--- config.mk ---
export PLATFORM = sky130hd
export DESIGN_NAME = pf_lanectrl_dly_seq_flat
export DESIGN_NICKNAME = d
export VERILOG_FILES = /design/src/rtl/pf_lanectrl_dly_pkg.sv /design/src/rtl/pf_lanectrl_dly_seq_if.sv /design/src/rtl/pf_lanectrl_tap_cnt.sv /design/src/rtl/pf_lanectrl_dly_seq.sv /design/src/flat_wrapper.sv
export SDC_FILE = /design/constraint.sdc
export NUM_CORES = 1
export LEC_CHECK = 0
export BUFFER_PORTS_ARGS = -buffer_cell sky130_fd_sc_hd__buf_2
export CAP_MARGIN = 5
export CORE_MARGIN = 2
export CORE_UTILIZATION = 43
export DETAILED_ROUTE_END_ITERATION = 8
export GPL_ROUTABILITY_DRIVEN = 1
export HOLD_SLACK_MARGIN = 0.06
export PLACE_DENSITY_LB_ADDON = 0.3
export SYNTH_ARGS = -nofsm -noshare
export SYNTH_HDL_FRONTEND = slang
export SYNTH_SLANG_ARGS = --single-unit
--- constraint.sdc ---
create_clock -name FAB_CLK -period 10.85 [get_ports FAB_CLK]
set_clock_uncertainty 0.1 [all_clocks]
set_input_delay 1.085 -clock FAB_CLK [delete_from_list [all_inputs] [get_ports FAB_CLK]]
set_output_delay 1.085 -clock FAB_CLK [all_outputs]
set_load 0.005 [all_outputs]
--- src/rtl/pf_lanectrl_dly_pkg.sv ---
// Shared definitions for the lane delay-line step sequencer: op codes, FSM states, lane-index width.
package pf_lanectrl_dly_pkg;

  localparam logic OP_MOVE = 1'b0;
  localparam logic OP_LOAD = 1'b1;

  typedef enum logic [2:0] {
    ST_IDLE,
    ST_PRE,
    ST_ACT,
    ST_POST,
    ST_DONE
  } state_t;

  function automatic int lane_w(input int n);
    return (n <= 2) ? 1 : $clog2(n);
  endfunction

endpackage

--- src/rtl/pf_lanectrl_dly_seq_if.sv ---
// Request handshake plus per-lane LANECTRL delay-line/pause bundle.
// slave = sequencer view, master = requester/lane-model view.
interface pf_lanectrl_dly_seq_if #(
  parameter int NUM_LANES = 4,
  parameter int TAP_W     = 8,
  parameter int LANE_W    = pf_lanectrl_dly_pkg::lane_w(NUM_LANES)
);
  logic                       REQ_VALID;
  logic                       REQ_READY;
  logic [LANE_W-1:0]          REQ_LANE;
  logic                       REQ_OP;
  logic                       REQ_DIR;
  logic [TAP_W-1:0]           REQ_STEPS;
  logic                       DONE;
  logic                       DONE_ERR;
  logic [NUM_LANES-1:0]       HS_IO_CLK_PAUSE;
  logic [NUM_LANES-1:0]       DELAY_LINE_MOVE;
  logic [NUM_LANES-1:0]       DELAY_LINE_LOAD;
  logic [NUM_LANES-1:0]       DELAY_LINE_DIRECTION;
  logic [NUM_LANES-1:0]       DELAY_LINE_OUT_OF_RANGE;
  logic [NUM_LANES*TAP_W-1:0] TAP_COUNT;

  modport slave (
    input  REQ_VALID, REQ_LANE, REQ_OP, REQ_DIR, REQ_STEPS, DELAY_LINE_OUT_OF_RANGE,
    output REQ_READY, DONE, DONE_ERR, HS_IO_CLK_PAUSE, DELAY_LINE_MOVE,
           DELAY_LINE_LOAD, DELAY_LINE_DIRECTION, TAP_COUNT
  );

  modport master (
    output REQ_VALID, REQ_LANE, REQ_OP, REQ_DIR, REQ_STEPS, DELAY_LINE_OUT_OF_RANGE,
    input  REQ_READY, DONE, DONE_ERR, HS_IO_CLK_PAUSE, DELAY_LINE_MOVE,
           DELAY_LINE_LOAD, DELAY_LINE_DIRECTION, TAP_COUNT
  );

endinterface

--- src/rtl/pf_lanectrl_tap_cnt.sv ---
// Shadow tap counter for one lane; updates on the edge of the move/load it tracks.
// Saturates at 0 and MAX_TAP; load and reset both restore LOAD_TAP.
module pf_lanectrl_tap_cnt #(
  parameter int TAP_W    = 8,
  parameter int MAX_TAP  = 255,
  parameter int LOAD_TAP = 1
) (
  input  logic             clk,
  input  logic             rst,
  input  logic             inc,
  input  logic             dec,
  input  logic             load,
  output logic [TAP_W-1:0] count,
  output logic             at_min,
  output logic             at_max
);

  always_ff @(posedge clk) begin
    if (rst || load) begin
      count <= TAP_W'(LOAD_TAP);
    end else if (inc && !at_max) begin
      count <= count + TAP_W'(1);
    end else if (dec && !at_min) begin
      count <= count - TAP_W'(1);
    end
  end

  assign at_min = (count == '0);
  assign at_max = (count == TAP_W'(MAX_TAP));

endmodule

--- src/rtl/pf_lanectrl_dly_seq.sv ---
// Sequences one tap-adjust request at a time: pause window, paced move/load pulses, shadow taps.
// All outputs registered; REQ_READY only in idle, DONE lands PRE+2N+POST+1 cycles after accept.
module pf_lanectrl_dly_seq
  import pf_lanectrl_dly_pkg::*;
#(
  parameter int NUM_LANES  = 4,
  parameter int TAP_W      = 8,
  parameter int MAX_TAP    = 255,
  parameter int LOAD_TAP   = 1,
  parameter int PAUSE_PRE  = 2,
  parameter int PAUSE_POST = 2
) (
  input  logic                 FAB_CLK,
  input  logic                 RESET,
  pf_lanectrl_dly_seq_if.slave bus
);

  localparam int LANE_W = lane_w(NUM_LANES);
  localparam int TMR_W  = $clog2(((PAUSE_PRE > PAUSE_POST) ? PAUSE_PRE : PAUSE_POST) + 1);

  state_t               state;
  logic [LANE_W-1:0]    lane_q;
  logic                 op_q, dir_q, err_q, phase_q, oor_q;
  logic [TAP_W-1:0]     steps_q;
  logic [TMR_W-1:0]     timer_q;
  logic                 ready_q, done_q, done_err_q;
  logic [NUM_LANES-1:0] pause_q, move_q, load_q, dirn_q;
  logic [NUM_LANES-1:0] lane_oh, at_min_v, at_max_v;
  logic [TAP_W-1:0]     taps [NUM_LANES];
  logic                 accept, lane_bad, blocked, step_go, load_go;

  always_comb begin
    accept   = bus.REQ_VALID && ready_q;
    lane_bad = int'(bus.REQ_LANE) >= NUM_LANES;
    lane_oh  = '0;
    for (int i = 0; i < NUM_LANES; i++) begin
      lane_oh[i] = (int'(lane_q) == i);
    end
    // oor_q is last cycle's range flag, so a flag raised with a pulse stops the next one
    blocked = oor_q || (dir_q ? |(at_max_v & lane_oh) : |(at_min_v & lane_oh));
    step_go = (state == ST_ACT) && (op_q == OP_MOVE) && !phase_q && !blocked;
    load_go = (state == ST_ACT) && (op_q == OP_LOAD);
  end

  for (genvar g = 0; g < NUM_LANES; g++) begin : g_tap
    pf_lanectrl_tap_cnt #(
      .TAP_W   (TAP_W),
      .MAX_TAP (MAX_TAP),
      .LOAD_TAP(LOAD_TAP)
    ) u_tap (
      .clk   (FAB_CLK),
      .rst   (RESET),
      .inc   (lane_oh[g] && step_go && dir_q),
      .dec   (lane_oh[g] && step_go && !dir_q),
      .load  (lane_oh[g] && load_go),
      .count (taps[g]),
      .at_min(at_min_v[g]),
      .at_max(at_max_v[g])
    );
    assign bus.TAP_COUNT[g*TAP_W +: TAP_W] = taps[g];
  end

  always_ff @(posedge FAB_CLK) begin
    if (RESET) begin
      state      <= ST_IDLE;
      lane_q     <= '0;
      op_q       <= 1'b0;
      dir_q      <= 1'b0;
      err_q      <= 1'b0;
      phase_q    <= 1'b0;
      oor_q      <= 1'b0;
      steps_q    <= '0;
      timer_q    <= '0;
      ready_q    <= 1'b0;
      done_q     <= 1'b0;
      done_err_q <= 1'b0;
      pause_q    <= '0;
      move_q     <= '0;
      load_q     <= '0;
      dirn_q     <= '0;
    end else begin
      ready_q    <= 1'b0;
      done_q     <= 1'b0;
      done_err_q <= 1'b0;
      move_q     <= '0;
      load_q     <= '0;
      oor_q      <= |(bus.DELAY_LINE_OUT_OF_RANGE & lane_oh);
      case (state)
        ST_IDLE: begin
          ready_q <= !accept;
          pause_q <= '0;
          dirn_q  <= '0;
          if (accept) begin
            lane_q  <= bus.REQ_LANE;
            op_q    <= bus.REQ_OP;
            dir_q   <= bus.REQ_DIR;
            steps_q <= bus.REQ_STEPS;
            err_q   <= lane_bad;
            if (lane_bad || (bus.REQ_OP == OP_MOVE && bus.REQ_STEPS == '0)) begin
              state <= ST_DONE;
            end else begin
              timer_q <= TMR_W'(PAUSE_PRE - 1);
              state   <= ST_PRE;
            end
          end
        end
        ST_PRE: begin
          pause_q <= lane_oh;
          dirn_q  <= dir_q ? lane_oh : '0;
          if (timer_q == '0) begin
            phase_q <= 1'b0;
            state   <= ST_ACT;
          end else begin
            timer_q <= timer_q - TMR_W'(1);
          end
        end
        ST_ACT: begin
          if (op_q == OP_LOAD) begin
            load_q  <= lane_oh;
            timer_q <= TMR_W'(PAUSE_POST - 1);
            state   <= ST_POST;
          end else if (phase_q) begin
            if (steps_q == '0) begin
              timer_q <= TMR_W'(PAUSE_POST - 1);
              state   <= ST_POST;
            end else begin
              phase_q <= 1'b0;
            end
          end else if (blocked) begin
            // the suppressed pulse slot already counts as the first POST cycle
            err_q <= 1'b1;
            if (PAUSE_POST == 1) begin
              state <= ST_DONE;
            end else begin
              timer_q <= TMR_W'(PAUSE_POST - 2);
              state   <= ST_POST;
            end
          end else begin
            move_q  <= lane_oh;
            steps_q <= steps_q - TAP_W'(1);
            phase_q <= 1'b1;
          end
        end
        ST_POST: begin
          if (timer_q == '0) begin
            state <= ST_DONE;
          end else begin
            timer_q <= timer_q - TMR_W'(1);
          end
        end
        ST_DONE: begin
          done_q     <= 1'b1;
          done_err_q <= err_q;
          pause_q    <= '0;
          dirn_q     <= '0;
          state      <= ST_IDLE;
        end
        default: state <= ST_IDLE;
      endcase
    end
  end

  assign bus.REQ_READY            = ready_q;
  assign bus.DONE                 = done_q;
  assign bus.DONE_ERR             = done_err_q;
  assign bus.HS_IO_CLK_PAUSE      = pause_q;
  assign bus.DELAY_LINE_MOVE      = move_q;
  assign bus.DELAY_LINE_LOAD      = load_q;
  assign bus.DELAY_LINE_DIRECTION = dirn_q;

endmodule

--- src/flat_wrapper.sv ---
// flat-port wrapper written by rule: the top's interface ports become plain ports
module pf_lanectrl_dly_seq_flat import pf_lanectrl_dly_pkg::*;
#(
  parameter int NUM_LANES  = 4,
  parameter int TAP_W      = 8,
  parameter int MAX_TAP    = 255,
  parameter int LOAD_TAP   = 1,
  parameter int PAUSE_PRE  = 2,
  parameter int PAUSE_POST = 2
)
  (FAB_CLK, RESET, bus_REQ_VALID, bus_REQ_LANE, bus_REQ_OP, bus_REQ_DIR, bus_REQ_STEPS, bus_DELAY_LINE_OUT_OF_RANGE, bus_REQ_READY, bus_DONE, bus_DONE_ERR, bus_HS_IO_CLK_PAUSE, bus_DELAY_LINE_MOVE, bus_DELAY_LINE_LOAD, bus_DELAY_LINE_DIRECTION, bus_TAP_COUNT);
  pf_lanectrl_dly_seq_if #(.NUM_LANES(NUM_LANES), .TAP_W(TAP_W)) bus_i ();
  input  logic FAB_CLK;
  input  logic RESET;
  input wire logic [$bits(bus_i.REQ_VALID)-1:0] bus_REQ_VALID;
  input wire logic [$bits(bus_i.REQ_LANE)-1:0] bus_REQ_LANE;
  input wire logic [$bits(bus_i.REQ_OP)-1:0] bus_REQ_OP;
  input wire logic [$bits(bus_i.REQ_DIR)-1:0] bus_REQ_DIR;
  input wire logic [$bits(bus_i.REQ_STEPS)-1:0] bus_REQ_STEPS;
  input wire logic [$bits(bus_i.DELAY_LINE_OUT_OF_RANGE)-1:0] bus_DELAY_LINE_OUT_OF_RANGE;
  output wire logic [$bits(bus_i.REQ_READY)-1:0] bus_REQ_READY;
  output wire logic [$bits(bus_i.DONE)-1:0] bus_DONE;
  output wire logic [$bits(bus_i.DONE_ERR)-1:0] bus_DONE_ERR;
  output wire logic [$bits(bus_i.HS_IO_CLK_PAUSE)-1:0] bus_HS_IO_CLK_PAUSE;
  output wire logic [$bits(bus_i.DELAY_LINE_MOVE)-1:0] bus_DELAY_LINE_MOVE;
  output wire logic [$bits(bus_i.DELAY_LINE_LOAD)-1:0] bus_DELAY_LINE_LOAD;
  output wire logic [$bits(bus_i.DELAY_LINE_DIRECTION)-1:0] bus_DELAY_LINE_DIRECTION;
  output wire logic [$bits(bus_i.TAP_COUNT)-1:0] bus_TAP_COUNT;
  assign bus_i.REQ_VALID = bus_REQ_VALID;
  assign bus_i.REQ_LANE = bus_REQ_LANE;
  assign bus_i.REQ_OP = bus_REQ_OP;
  assign bus_i.REQ_DIR = bus_REQ_DIR;
  assign bus_i.REQ_STEPS = bus_REQ_STEPS;
  assign bus_i.DELAY_LINE_OUT_OF_RANGE = bus_DELAY_LINE_OUT_OF_RANGE;
  assign bus_REQ_READY = bus_i.REQ_READY;
  assign bus_DONE = bus_i.DONE;
  assign bus_DONE_ERR = bus_i.DONE_ERR;
  assign bus_HS_IO_CLK_PAUSE = bus_i.HS_IO_CLK_PAUSE;
  assign bus_DELAY_LINE_MOVE = bus_i.DELAY_LINE_MOVE;
  assign bus_DELAY_LINE_LOAD = bus_i.DELAY_LINE_LOAD;
  assign bus_DELAY_LINE_DIRECTION = bus_i.DELAY_LINE_DIRECTION;
  assign bus_TAP_COUNT = bus_i.TAP_COUNT;
  pf_lanectrl_dly_seq #(.NUM_LANES(NUM_LANES), .TAP_W(TAP_W), .MAX_TAP(MAX_TAP), .LOAD_TAP(LOAD_TAP), .PAUSE_PRE(PAUSE_PRE), .PAUSE_POST(PAUSE_POST)) u_core (.FAB_CLK(FAB_CLK), .RESET(RESET), .bus(bus_i));
endmodule
* Yosys cells after proc, flatten, opt, wreduce, memory -nomap -nowiden
Index checks and enable logic that the tools add are counted.
** Word-level totals
- Register bits after elaboration :: 71
- Bits in latches :: 0
- Bits in writable memories :: 0
- Memory bits (read-only) :: 0
- Word-level logic and storage cells :: 185
- Memories :: 0
** Operators by class
- Add/subtract/negate cells :: 10
- $mul :: 0
- Div/mod/pow operators :: 0
- Magnitude comparators :: 0
- Eq/ne operators :: 22
- Shift-type cells :: 0
- Muxes and demuxes :: 46
- Bitwise operators :: 8
- Reduce and logical (&&, ||, !) cells :: 79
** Operators by type and width (number)
- 8-bit two-way mux :: 12
- 8-bit zero test :: 6
- 8-bit by 1-bit subtractor with 8-bit output (second input constant) :: 5
- 8-bit by 1-bit adder with 8-bit output (second input constant) :: 4
- 8-bit equality test (second input constant) :: 4
- 1-bit logical AND :: 30
- 3-bit two-way mux :: 8
- 4-bit one-hot mux with 2 select lines :: 2
- 8-bit one-hot mux with 2 select lines :: 1
- 5-bit AND reduction :: 3
- 2-bit two-way mux :: 7
- 2-bit nonzero test :: 7
- 4-bit bitwise AND :: 3
- 1-bit zero test :: 12
- 3-bit one-hot mux with 4 select lines :: 1
- 4-bit OR reduction :: 3
- 1-bit two-way mux :: 11
- 2-bit inequality test (second input constant) :: 5
- 2-bit by 1-bit inequality test with 1-bit output (second input constant) :: 4
- 2-bit OR reduction :: 4
- 3-bit by 2-bit equality test with 1-bit output (second input constant) :: 2
- 2-bit one-hot mux with 3 select lines :: 1
- 6-bit AND reduction :: 1
- 1-bit logical OR :: 5
- 17 further kinds :: 24

* Logic depth before layout (Yosys ltp)
Gate-level depths: netlist of the first run.
- Depth in word-level cells :: 12
- Mapped depth :: 15

* Hierarchy
From an unflattened synthesis of the first run, not the netlist that was laid out.
** Unflattened totals
- Cell total of the unflattened synthesis :: 522
- Area total of the unflattened synthesis :: 4495.6 um^2
** Modules (own cells, without submodules)
- pf_lanectrl_dly_seq :: times used 1, cells each 238, area an instance 1973.1 um^2, seq. area each 780.7 um^2
- pf_lanectrl_tap_cnt at u_core.g_tap[2].u_tap ... :: times used 2, cells each 75, area an instance 665.6 um^2, seq. area each 160.2 um^2
- pf_lanectrl_tap_cnt at u_core.g_tap[0].u_tap ... :: times used 2, cells each 67, area an instance 595.6 um^2, seq. area each 160.2 um^2

* Least setup slack after synthesis of the first run
OpenSTA, ideal clock, no wires.
- Path kind :: flip-flop to flip-flop
- From :: reg u_core.state[0]
- To :: reg u_core.g_tap[3].u_tap.count[7]
- Arrival time :: 3.497 ns
- Required time :: 10.679 ns
- Setup slack :: 7.182 ns
- Stages on the path, launching flop included :: 15
- Path buffers :: 2
- Period minus slack after synthesis :: 3.668 ns
- Cells stage by stage :: dfxtp_1 -> buf_2 -> nor2_1 -> nand2_1 -> nor4_4 -> nand4_1 -> buf_2 -> or2_2 -> ha_1 -> a21oi_1 -> o211ai_1 -> o41ai_1 -> mux2_2 -> or3_1 -> a21oi_1
** On the way
- Cells in the longest elaborated chain, start to end :: 8
- Elaborated cells between the ends (all ways) :: 14
** Ends and longest elaborated chain
- from (decl) :: RTL line pf_lanectrl_dly_seq.sv:21 : state_t state;
- from (signal assigned) :: RTL line pf_lanectrl_dly_seq.sv:65 : state <= ST_IDLE;
- from (signal assigned) :: RTL line pf_lanectrl_dly_seq.sv:100 : state <= ST_DONE;
- from (signal assigned) :: RTL line pf_lanectrl_dly_seq.sv:103 : state <= ST_PRE;
- 3-bit by 2-bit equality test with 1-bit output * :: RTL line pf_lanectrl_dly_seq.sv:41, pf_lanectrl_dly_seq.sv:42
- 1-bit logical AND (3 in series) :: RTL line pf_lanectrl_dly_seq.sv:41 : step_go = (state == ST_ACT) && (op_q == OP_MOVE) && !phase_q && !blocked;
- 1-bit logical AND :: RTL line pf_lanectrl_dly_seq.sv:53, pf_lanectrl_dly_seq.sv:54
- 1-bit logical AND (on tied branches) :: RTL line pf_lanectrl_dly_seq.sv:53, pf_lanectrl_dly_seq.sv:54
- 1-bit logical AND (on tied branches) :: RTL line pf_lanectrl_tap_cnt.sv:21, pf_lanectrl_tap_cnt.sv:23
- 8-bit two-way mux / 2-bit nonzero test (equally long branches)
- to (signal assigned) :: RTL line pf_lanectrl_tap_cnt.sv:20 : count <= TAP_W'(LOAD_TAP);
- to (signal assigned) :: RTL line pf_lanectrl_tap_cnt.sv:22 : count <= count + TAP_W'(1);
- to (signal assigned) :: RTL line pf_lanectrl_tap_cnt.sv:24 : count <= count - TAP_W'(1);
- to (decl) :: RTL line pf_lanectrl_tap_cnt.sv:13 : output logic [TAP_W-1:0] count,
Mark *: on every way between the ends. The rest lies on a longest branch, timed or not.
A chain may end at the register's enable or synchronous reset.

* Worst setup path in the final report of the first run
Same ends and word-level chain as after synthesis.

==> results of run 1 <==
-- worst max-delay path: cells and delay by family (launching register included) --
kind | cells | cell delay, ns
simple gates | 6 | 2.57
flops | 1 | 0.41
fa+ha+maj | 1 | 0.30
compound gates | 4 | 0.76
mux | 1 | 0.38
-- sequential cells by signal, summed over array words and instances (netlist names) --
| name | cells |
|---|---|
| u_core.bus.HS_IO_CLK_PAUSE | 4 |
| u_core.dir_q | 1 |
| u_core.bus.DELAY_LINE_DIRECTION | 4 |
| u_core.state | 3 |
| u_core.lane_q | 2 |
| u_core.bus.DELAY_LINE_MOVE | 4 |
| u_core.bus.REQ_READY | 1 |
| u_core.phase_q | 1 |
| u_core.g_tap.u_tap.count | 32 |
| u_core.bus.DONE | 1 |
| u_core.timer_q | 2 |
| u_core.bus.DELAY_LINE_LOAD | 4 |
| u_core.steps_q | 8 |
| u_core.op_q | 1 |
| u_core.err_q | 1 |
| u_core.oor_q | 1 |
| u_core.bus.DONE_ERR | 1 |
-- cell families after synthesis --
family / Yosys count
buffers and inverters: 34
muxes: 20
and+or+nand+nor: 202
DFF: 71
adders and majority gates: 33
AOI/OAI and AO/OA: 107
xor gates and xnor gates: 29
-- worst paths after layout --
| check | from | to | slack (ns) | depth (start not counted) |
|---|---|---|---|---|
| min reg2reg | u_core.steps_q[1]$_SDFFE_PP0P_ | u_core.steps_q[1]$_SDFFE_PP0P_ | 0.40 | 2 |
| max | u_core.state[0]$_SDFFE_PP0P_ | u_core.g_tap[3].u_tap.count[7]$_SDFFE_PP0P_ | 6.25 | 12 |
| min | u_core.steps_q[1]$_SDFFE_PP0P_ | u_core.steps_q[1]$_SDFFE_PP0P_ | 0.40 | 2 |
| max reg2reg | u_core.state[0]$_SDFFE_PP0P_ | u_core.g_tap[3].u_tap.count[7]$_SDFFE_PP0P_ | 6.25 | 12 |
-- stage by stage --
stage,total power [mW],cells,setup slack [ns],hold slack [ns],instance area (sq um)
global route,0.941,698,5.93,0.414,4810
finish,0.881,698,6.25,0.402,4810
floorplan,0.607,496,7.18,0.331,4200
CTS,0.881,698,6.29,0.394,4810
global placement,0.664,682,6.51,0.372,4620
detailed placement,0.670,682,6.28,0.378,4620
-- layout by cell type (no fill, tap or decap), types with 17 or more instances in the layout --
| cell type | count |
|---|---|
| nand2_1 | 36 |
| a21oi_1 | 37 |
| ha_1 | 29 |
| inv_1 | 18 |
| buf_2 | 69 |
| xnor2_1 | 22 |
| nand3_1 | 19 |
| mux2i_1 | 17 |
| nor2_1 | 74 |
| dfxtp_1 | 71 |
-- layer usage --
| layer | wire length [microns] | vias up | global-route usage (%) |
|---|---|---|---|
| li1 | - | 1916 | - |
| met1 | 4560 | 1833 | 25.3 |
| met2 | 4910 | 85 | 33.0 |
| met3 | 476 | 16 | 4.00 |
| met4 | 177 | 0 | 8.10 |
| met5 | 0 | - | 0 |
-- where the power goes --
group	switching, mW	leakage [nW]	total, mW	internal, mW
logic	0.187	1.35	0.333	0.146
clock network	0.100	0.100	0.212	0.112
registers	0.0424	0.575	0.336	0.294
-- area by class of cell --
cell class | count | area (sq um)
repair buffers | 69 | 345
clock inverters | 4 | 45.0
clock buffers | 12 | 145
fillers | 981 | 4830
inverters | 18 | 67.6
flip-flops and latches | 71 | 1420
multi-input cells | 391 | 2620
well taps | 133 | 166
==> run_results.csv, run 1 <==
group,metric,value,unit
final_layout,final_nets,612,
global_route,grt_usage,19.9,%
final_layout,diodes,0,
timing,finalCriticalPeriod,4.60,ns
synth,async_flop_share,0,%
route,drt_iter0_markers,156,
global_route,antenna_found_initial,0,
timing,tightest_slew,0.980,ns
worst_hold_path,hold_path.class,"flip-flop to flip-flop",
global_route,grt_pass1_vias,3616,
critical_path,worst_setup_path_end_kind,"flip-flop",
synth,syn-mean-instance-area,8.48,sq um
synth,synthXorXnorAreaFrac,6.04,%
critical_path,crit_arrival,4.77,ns
critical_path,start_kind,"flip-flop",
clocking,clk_pin_slew_worst_paths,0.08,ns
critical_path,worst_path_max_delay_cell,"nand4_1",
synth,syn_inst,496,
pwr,p_leak,2.03,nW
die,row_count,36,
critical_path,max_stage_delay,0.64,ns
clocking,cts_hold_buf,0,
pwr,p_per_area,183,mW/mm^2
global_route,grt_max_degree,33,
route,drc_errors,0,
route,via_count,3850,
die,die_h,103,microns
status,status,"finished clean",
route,viasPerCell,5.52,
timing,fin_crit_sh,42.4,%
clocking,cts_resized,0,
synth,synth-edff-count,0,
timing,rsz0062_at_grt,"no",
die,die_x,103,microns
route,totalWireLength,10100,microns
synth,synth_common_cells,"74 x nor2_1, 71 x dfxtp_1, 37 x a21oi_1, 36 x nand2_1, 29 x ha_1",
critical_path,worstPathRequired,11.02,ns
clocking,cts_root_buffer,"clkbuf_8",
synth,synth_compound_area_share,16.7,%
synth,synth_area,0.00420,sq mm
final_layout,area_delta_synth_final,14.4,%
timing,finalSetupViolCount,0,
synth,yosys.area.top_type_share,33.8,%
clocking,h-tree-depth,3,
timing,relSlewSlack,34.1,%
place,gp_congestion,0.887,
die,die_area,0.0106,sq mm
critical_path,cp_cell_sequence,"nor2_1, nand2_1, nor4_4, nand4_1, or2_2, ha_1, a21oi_1, o211ai_1, o41ai_1, mux2_2, or3_1, a21oi_1",
timing,drv_slew,0,
die,floorplan.initialDensity,43.6,%
timing,setup_tns,0,ns
place,place_hpwl,7440,microns
synth,synth_seq_area_share,33.8,%
synth,synth_nets,548,
clocking,cts.path.max_buffers,2,
synth,synth_warnings,0,
synth,ys_ff_latch,71,
die,ios,70,
pwr,peakVddDrop,0.0000745,V
synth,yosysTopAreaCell,"dfxtp_1",
flow_run,drv_cap,0,
global_route,grt_pass1_wl,16700,microns
final_layout,drive_gt1_share,17.3,%
die,placeableCoreArea,0.00964,sq mm
synth,synth.area.top_cells,"dfxtp_1 34%, ha_1 8.6%, nor2_1 6.6%",
route,first_pass_iters,6,
place,io_buffers,69,
synth,synth_top_family_by_area,"simple AND/OR/NAND/NOR gates",
critical_path,crit_type,"flip-flop to flip-flop",
clocking,cts_made_buffers,9,
synth,synthAdderAreaFrac,10.5,%
clocking,insertion_delay,0.35,ns
synth,ys_types,65,
synth,synth_most_common_cell,"nor2_1",
clocking,tritoncts,"yes",
timing,clock.fmax,218,MHz
global_route,overflow,0,
route,wire_per_inst,14.5,microns
critical_path,crit_path_frequent_cell,"a21oi_1",
route,final_antenna_net_count,0,
clocking,cts_setup_buffers,0,
critical_path,crit_fanout,15,
synth,muxShareOfSynthArea,5.12,%
synth,synth_ff_type,"dfxtp_1",
timing,finalHoldViolCount,0,
clocking,clock_sinks,71,
final_layout,postLayoutCoreUtil,49.9,%
synth,synthSimpleGateAreaFrac,23.9,%
Note: power is estimated with default switching activity, not from simulation.
==> run 2, diff against run 1 <==
==> constraint.sdc (replaced) <==
create_clock -name FAB_CLK -period 4.6 [get_ports FAB_CLK]
set_clock_uncertainty 0.1 [all_clocks]
set_input_delay 0.46 -clock FAB_CLK [delete_from_list [all_inputs] [get_ports FAB_CLK]]
set_output_delay 0.46 -clock FAB_CLK [all_outputs]
set_load 0.005 [all_outputs]
==> run 2 against run 1 <==
Combinational power up 140%; utilization increased by 0.58 points; sequential share of layout area shrank 0.34 points.
==> run_results.csv, run 2 (synthesis gave the netlist of run 1 again) <==
group,metric,value,unit
route,final_antenna_net_count,0,
clocking,cts.path.max_buffers,2,
final_layout,area_delta_synth_final,15.7,%
pwr,seqPwrFrac,37.2,%
pwr,peakVddDrop,0.000149,V
die,die_area,0.0106,sq mm
global_route,grt_max_degree,33,
clocking,tritoncts,"yes",
global_route,grt_pass1_vias,3601,
timing,clock.fmax,238,MHz
clocking,cts_made_buffers,9,
timing,finalSetupViolCount,0,
timing,holdWs,0.254,ns
final_layout,largest_register,"u_core.g_tap.u_tap.count",
clocking,cts_hold_buf,0,
timing,setup_tns,0,ns
clocking,cts_root_buffer,"clkbuf_8",
place,gp_congestion,0.880,
critical_path,crit_arrival,4.37,ns
timing,rsz0062_at_grt,"no",
critical_path,start_kind,"flip-flop",
place,post-place-ws,0.552,ns
route,drt_iter0_markers,160,
flow_run,drv_cap,0,
critical_path,crit_fanout,15,
pwr,p_leak,2.06,nW
final_layout,largest_register_ffs,32,
route,drc_errors,0,
final_layout,drive_gt1_share,18.3,%
die,floorplan.initialDensity,43.6,%
pwr,p_per_area,439,mW/mm^2
route,via_count,3850,
pwr,power_switching,0.776,mW
global_route,grt_usage,19.8,%
timing,tightest_slew,1.01,ns
pwr,combPwrFrac,36.9,%
critical_path,worst_setup_path_end_kind,"flip-flop",
pwr,p_sw_share,36.3,%
place,place_hpwl,7400,microns
global_route,antenna_found_initial,0,
final_layout,diodes,0,
timing,finalHoldViolCount,0,
final_layout,largest_registers,"u_core.g_tap.u_tap.count x32, u_core.steps_q x8",
timing,finalCriticalPeriod,4.20,ns
timing,fin_crit_sh,91.3,%
critical_path,crit_type,"flip-flop to flip-flop",
route,wire_per_inst,14.1,microns
status,status,"finished clean",
final_layout,n_fill_cell,958,
die,placeableCoreArea,0.00964,sq mm
timing,relSlewSlack,32.4,%
worst_hold_path,hold_path.class,"input port to flip-flop",
timing,drv_slew,0,
clocking,h-tree-depth,3,
global_route,grt_pass1_wl,16600,microns
final_layout,final_nets,615,
pwr,power_frac_clock,25.9,%
final_layout,mostFrequentLayoutCells,"73 x nor2_1, 71 x dfxtp_1, 69 x buf_2, 37 x a21oi_1, 36 x nand2_1",
place,io_buffers,69,
critical_path,worstPathRequired,4.78,ns
timing,setup_ws,0.401,ns
pwr,p_int,1.36,mW
die,die_x,103,microns
die,ios,70,
die,row_count,36,
route,viasPerCell,5.49,
route,first_pass_iters,6,
die,die_h,103,microns
route,totalWireLength,9910,microns
global_route,overflow,0,
clocking,clk_pin_slew_worst_paths,0.07,ns
clocking,clock_sinks,71,
clocking,insertion_delay,0.35,ns
final_layout,layout_commonest_cell,"nor2_1",
## run 2: changes by cell type in the layout (fill, tap and decap cells not counted)
cell | before | now
buf_4 | 0 | 3
clkinv_4 | 0 | 1
clkbuf_1 | 2 | 0
bufinv_16 | 1 | 2
nor2_2 | 0 | 1
nor2_1 | 74 | 73
## run 2: worst paths after layout
path	start	end	slack [ns]	cells after the start
worst max-delay path	u_core.state[0]$_SDFFE_PP0P_	u_core.g_tap[3].u_tap.count[7]$_SDFFE_PP0P_	0.40	14
worst min-delay path	bus_REQ_LANE[0]	u_core.lane_q[0]$_SDFFE_PP0P_	0.25	3
worst max register to register	u_core.state[0]$_SDFFE_PP0P_	u_core.g_tap[3].u_tap.count[7]$_SDFFE_PP0P_	0.40	14
worst min register to register	u_core.steps_q[1]$_SDFFE_PP0P_	u_core.steps_q[1]$_SDFFE_PP0P_	0.40	2
## run 2: critical path, stage by stage, from the launching register on
cell and delay [ns]:
dfxtp_1 0.41, nor2_1 0.20, nand2_1 0.34, nor4_4 0.45
buf_4 0.19, nand4_1 0.07, buf_4 0.22, or2_2 0.39
ha_1 0.29, a21oi_1 0.21, o211ai_1 0.15, o41ai_1 0.28
mux2_2 0.38, or3_1 0.30, a21oi_1 0.13
## run 2: final cells by class
cell class / count / area [sq um] / area share (%)
clock inverters: 6 / 83.8 / 1.72
repair buffers: 72 / 368 / 7.56
inverters: 18 / 67.6 / 1.39
flip-flops and latches: 71 / 1420 / 29.2
clock buffers: 10 / 138 / 2.83
multi-input cells: 391 / 2620 / 53.9
well taps: 133 / 166 / 3.42
## run 2: power groups by stage
stage / logic, mW / registers [mW] / clock network, mW
2_1_floorplan: 0.667 / 0.765 / 0
3_3_place_gp: 0.762 / 0.805 / 0
3_5_place_dp: 0.771 / 0.809 / 0
4_1_cts: 0.776 / 0.794 / 0.562
5_1_grt: 0.886 / 0.808 / 0.590
6_report: 0.789 / 0.795 / 0.554
## run 2: repair_timing
item / in CTS / in global routing
hold endpoints to repair: 0 / 0
setup endpoints to repair: 0 / 1
setup buffers: 0 / 2
gates resized for setup: 0 / 1
## run 2: metal layers
metal,GRT usage [%],part of all wire [%],up-vias
met3,3.73,4.7,9
met1,25.8,45,1837
met5,0,0,-
li1,-,-,1913
met2,33.6,49,91
met4,5.47,1.0,0
## run 2: per-stage QoR
stage          power, mW  cells  util [%]  instance area (sq um)
6_report            2.14    701      50.5                   4860
4_1_cts             2.13    699      50.3                   4850
3_5_place_dp        1.58    683      48.0                   4630
3_3_place_gp        1.57    683      48.0                   4630
5_1_grt             2.28    701      50.5                   4860
2_1_floorplan       1.43    496         -                   4200
==> run 3, diff against run 2 <==
--- a/config.mk
+++ b/config.mk
@@ -12,6 +12,7 @@
 export DETAILED_ROUTE_END_ITERATION = 8
 export GPL_ROUTABILITY_DRIVEN = 1
 export HOLD_SLACK_MARGIN = 0.06
+export MAX_ROUTING_LAYER = met4
 export PLACE_DENSITY_LB_ADDON = 0.3
 export SYNTH_ARGS = -nofsm -noshare
 export SYNTH_HDL_FRONTEND = slang
==> run 3 against run 2 <==
Combinational power grew 0.5%; non-clock buffer count is the same; cell count is the same; total power grew 5.0%; sequential cell count is the same; highest routed layer unchanged; critical path depth is the same; via count grew 0.13%; design area grew 0.87%.
==> run_results.csv, run 3 (synthesis gave the netlist of run 1 again) <==
group,metric,value,unit
route,totalWireLength,10100,microns
timing,finalCriticalPeriod,4.15,ns
final_layout,final_nets,615,
clocking,clock_sinks,71,
die,floorplan.initialDensity,43.6,%
final_layout,layout_commonest_cell,"nor2_1",
critical_path,r2r_slack,0.45,ns
final_layout,diodes,0,
place,dpl_cell_area,0.00463,sq mm
clocking,cts_root_buffer,"clkbuf_8",
critical_path,crit_type,"flip-flop to flip-flop",
global_route,grt_pass1_vias,3585,
final_layout,largest_register,"u_core.g_tap.u_tap.count",
die,die_area,0.0106,sq mm
clocking,cts.path.max_buffers,2,
clocking,clk_pin_slew_worst_paths,0.08,ns
critical_path,crit_arrival,4.34,ns
route,via_count,3855,
timing,tightest_slew,0.968,ns
critical_path,reg2reg_depth,14,
die,die_x,103,microns
pwr,total_power,2.24,mW
final_layout,mostFrequentLayoutCells,"73 x nor2_1, 71 x dfxtp_1, 69 x buf_2, 37 x a21oi_1, 36 x nand2_1",
worst_hold_path,hold_depth,3,
status,status,"finished clean",
global_route,grt_usage,20.4,%
clocking,cts_hold_buf,0,
final_layout,largest_registers,"u_core.g_tap.u_tap.count x32, u_core.steps_q x8",
worst_hold_path,worstHoldStart,"bus_REQ_LANE[1]",
die,placeableCoreArea,0.00964,sq mm
timing,setup_tns,0,ns
clocking,tritoncts,"yes",
critical_path,worstPathRequired,4.79,ns
global_route,antenna_found_initial,0,
timing,finalSetupViolCount,0,
critical_path,r2r-start,"u_core.state[0]$_SDFFE_PP0P_",
critical_path,crit_fanout,15,
timing,rsz0062_at_grt,"no",
critical_path,worst_setup_path_end_kind,"flip-flop",
final_layout,largest_register_ffs,32,
route,drt_iter0_markers,190,
timing,drv_slew,0,
pwr,p_per_area,457,mW/mm^2
clocking,h-tree-depth,3,
critical_path,rr_endpoint,"u_core.g_tap[3].u_tap.count[7]$_SDFFE_PP0P_",
route,first_pass_iters,5,
route,wire_per_inst,14.4,microns
worst_hold_path,hold_path.class,"input port to flip-flop",
global_route,grt_max_degree,33,
timing,fin_crit_sh,90.3,%
route,drc_errors,0,
pwr,p_leak,2.07,nW
die,ios,70,
clocking,cts_made_buffers,9,
die,die_h,103,microns
timing,relSlewSlack,34.9,%
final_layout,drive_gt1_share,18.3,%
global_route,overflow,0,
timing,clock.fmax,241,MHz
die,row_count,36,
place,io_buffers,69,
clocking,insertion_delay,0.36,ns
place,gp_congestion,0.905,
place,place_hpwl,7420,microns
worst_hold_path,whs_endpoint,"u_core.lane_q[1]$_SDFFE_PP0P_",
route,viasPerCell,5.50,
final_layout,area_delta_synth_final,16.7,%
timing,finalHoldViolCount,0,
global_route,grt_pass1_wl,16500,microns
critical_path,start_kind,"flip-flop",
route,final_antenna_net_count,0,
flow_run,drv_cap,0,
pwr,peakVddDrop,0.000171,V
final_layout,postLayoutCellArea,0.00491,sq mm
run 3: timing repair:
| item | in CTS | in global routing |
|---|---|---|
| endpoints found under the setup margin | 0 | 1 |
| resized for setup | 0 | 1 |
| buffers inserted | 0 | 2 |
run 3: metrics by stage:
| stage | worst slack [ns] | cells | hold WS, ns | utilization [%] |
|---|---|---|---|---|
| after floorplan | 0.932 | 496 | 0.331 | - |
| after detailed placement | 0.459 | 683 | 0.379 | 48.0 |
| after CTS | 0.431 | 699 | 0.225 | 50.7 |
| after global placement | 0.670 | 683 | 0.371 | 48.0 |
| after global routing | 0.0235 | 701 | 0.241 | 50.9 |
| final | 0.447 | 701 | 0.238 | 50.9 |
run 3: per-layer routing:
layer,routed length [microns],vias to the layer above,GRT usage (%)
met2,4870,89,32.9
met1,4600,1832,25.6
met5,0,-,-
li1,-,1920,-
met4,194,0,8.91
met3,409,14,2.71
run 3: how the worst max path moves through the flow:
stage,startpoint,endpoint,slack (ns)
floorplan,u_core.state[0]$_SDFFE_PP0P_,u_core.g_tap[3].u_tap.count[7]$_SDFFE_PP0P_,0.93
global placement,u_core.state[0]$_SDFFE_PP0P_,u_core.g_tap[1].u_tap.count[7]$_SDFFE_PP0P_,0.67
detailed placement,u_core.state[0]$_SDFFE_PP0P_,u_core.g_tap[1].u_tap.count[7]$_SDFFE_PP0P_,0.46
CTS,u_core.state[0]$_SDFFE_PP0P_,u_core.g_tap[1].u_tap.count[7]$_SDFFE_PP0P_,0.43
global route,u_core.state[0]$_SDFFE_PP0P_,u_core.g_tap[1].u_tap.count[7]$_SDFFE_PP0P_,0.02
finish,u_core.state[0]$_SDFFE_PP0P_,u_core.g_tap[3].u_tap.count[7]$_SDFFE_PP0P_,0.45
run 3: report_power, final:
part	internal, mW	switching [mW]	total [mW]
logic	0.350	0.443	0.793
registers	0.693	0.102	0.796
clock network	0.407	0.248	0.655
run 3: final cells by class:
type,count,area (sq um)
timing repair buffer,72,368
multi-input combinational,391,2620
tap,133,166
fill,958,4730
inverter,18,67.6
sequential,71,1420
clock buffer,12,165
clock inverter,4,98.8
run 3: critical path: stages (launching register included):
cell and delay (ns):
dfxtp_1 0.41, nor2_1 0.19, nand2_1 0.32, nor4_4 0.46, buf_4 0.19, nand4_1 0.07, buf_4 0.22, or2_2 0.39
ha_1 0.30, a21oi_1 0.19, o211ai_1 0.14, o41ai_1 0.27, mux2_2 0.38, or3_1 0.30, a21oi_1 0.14
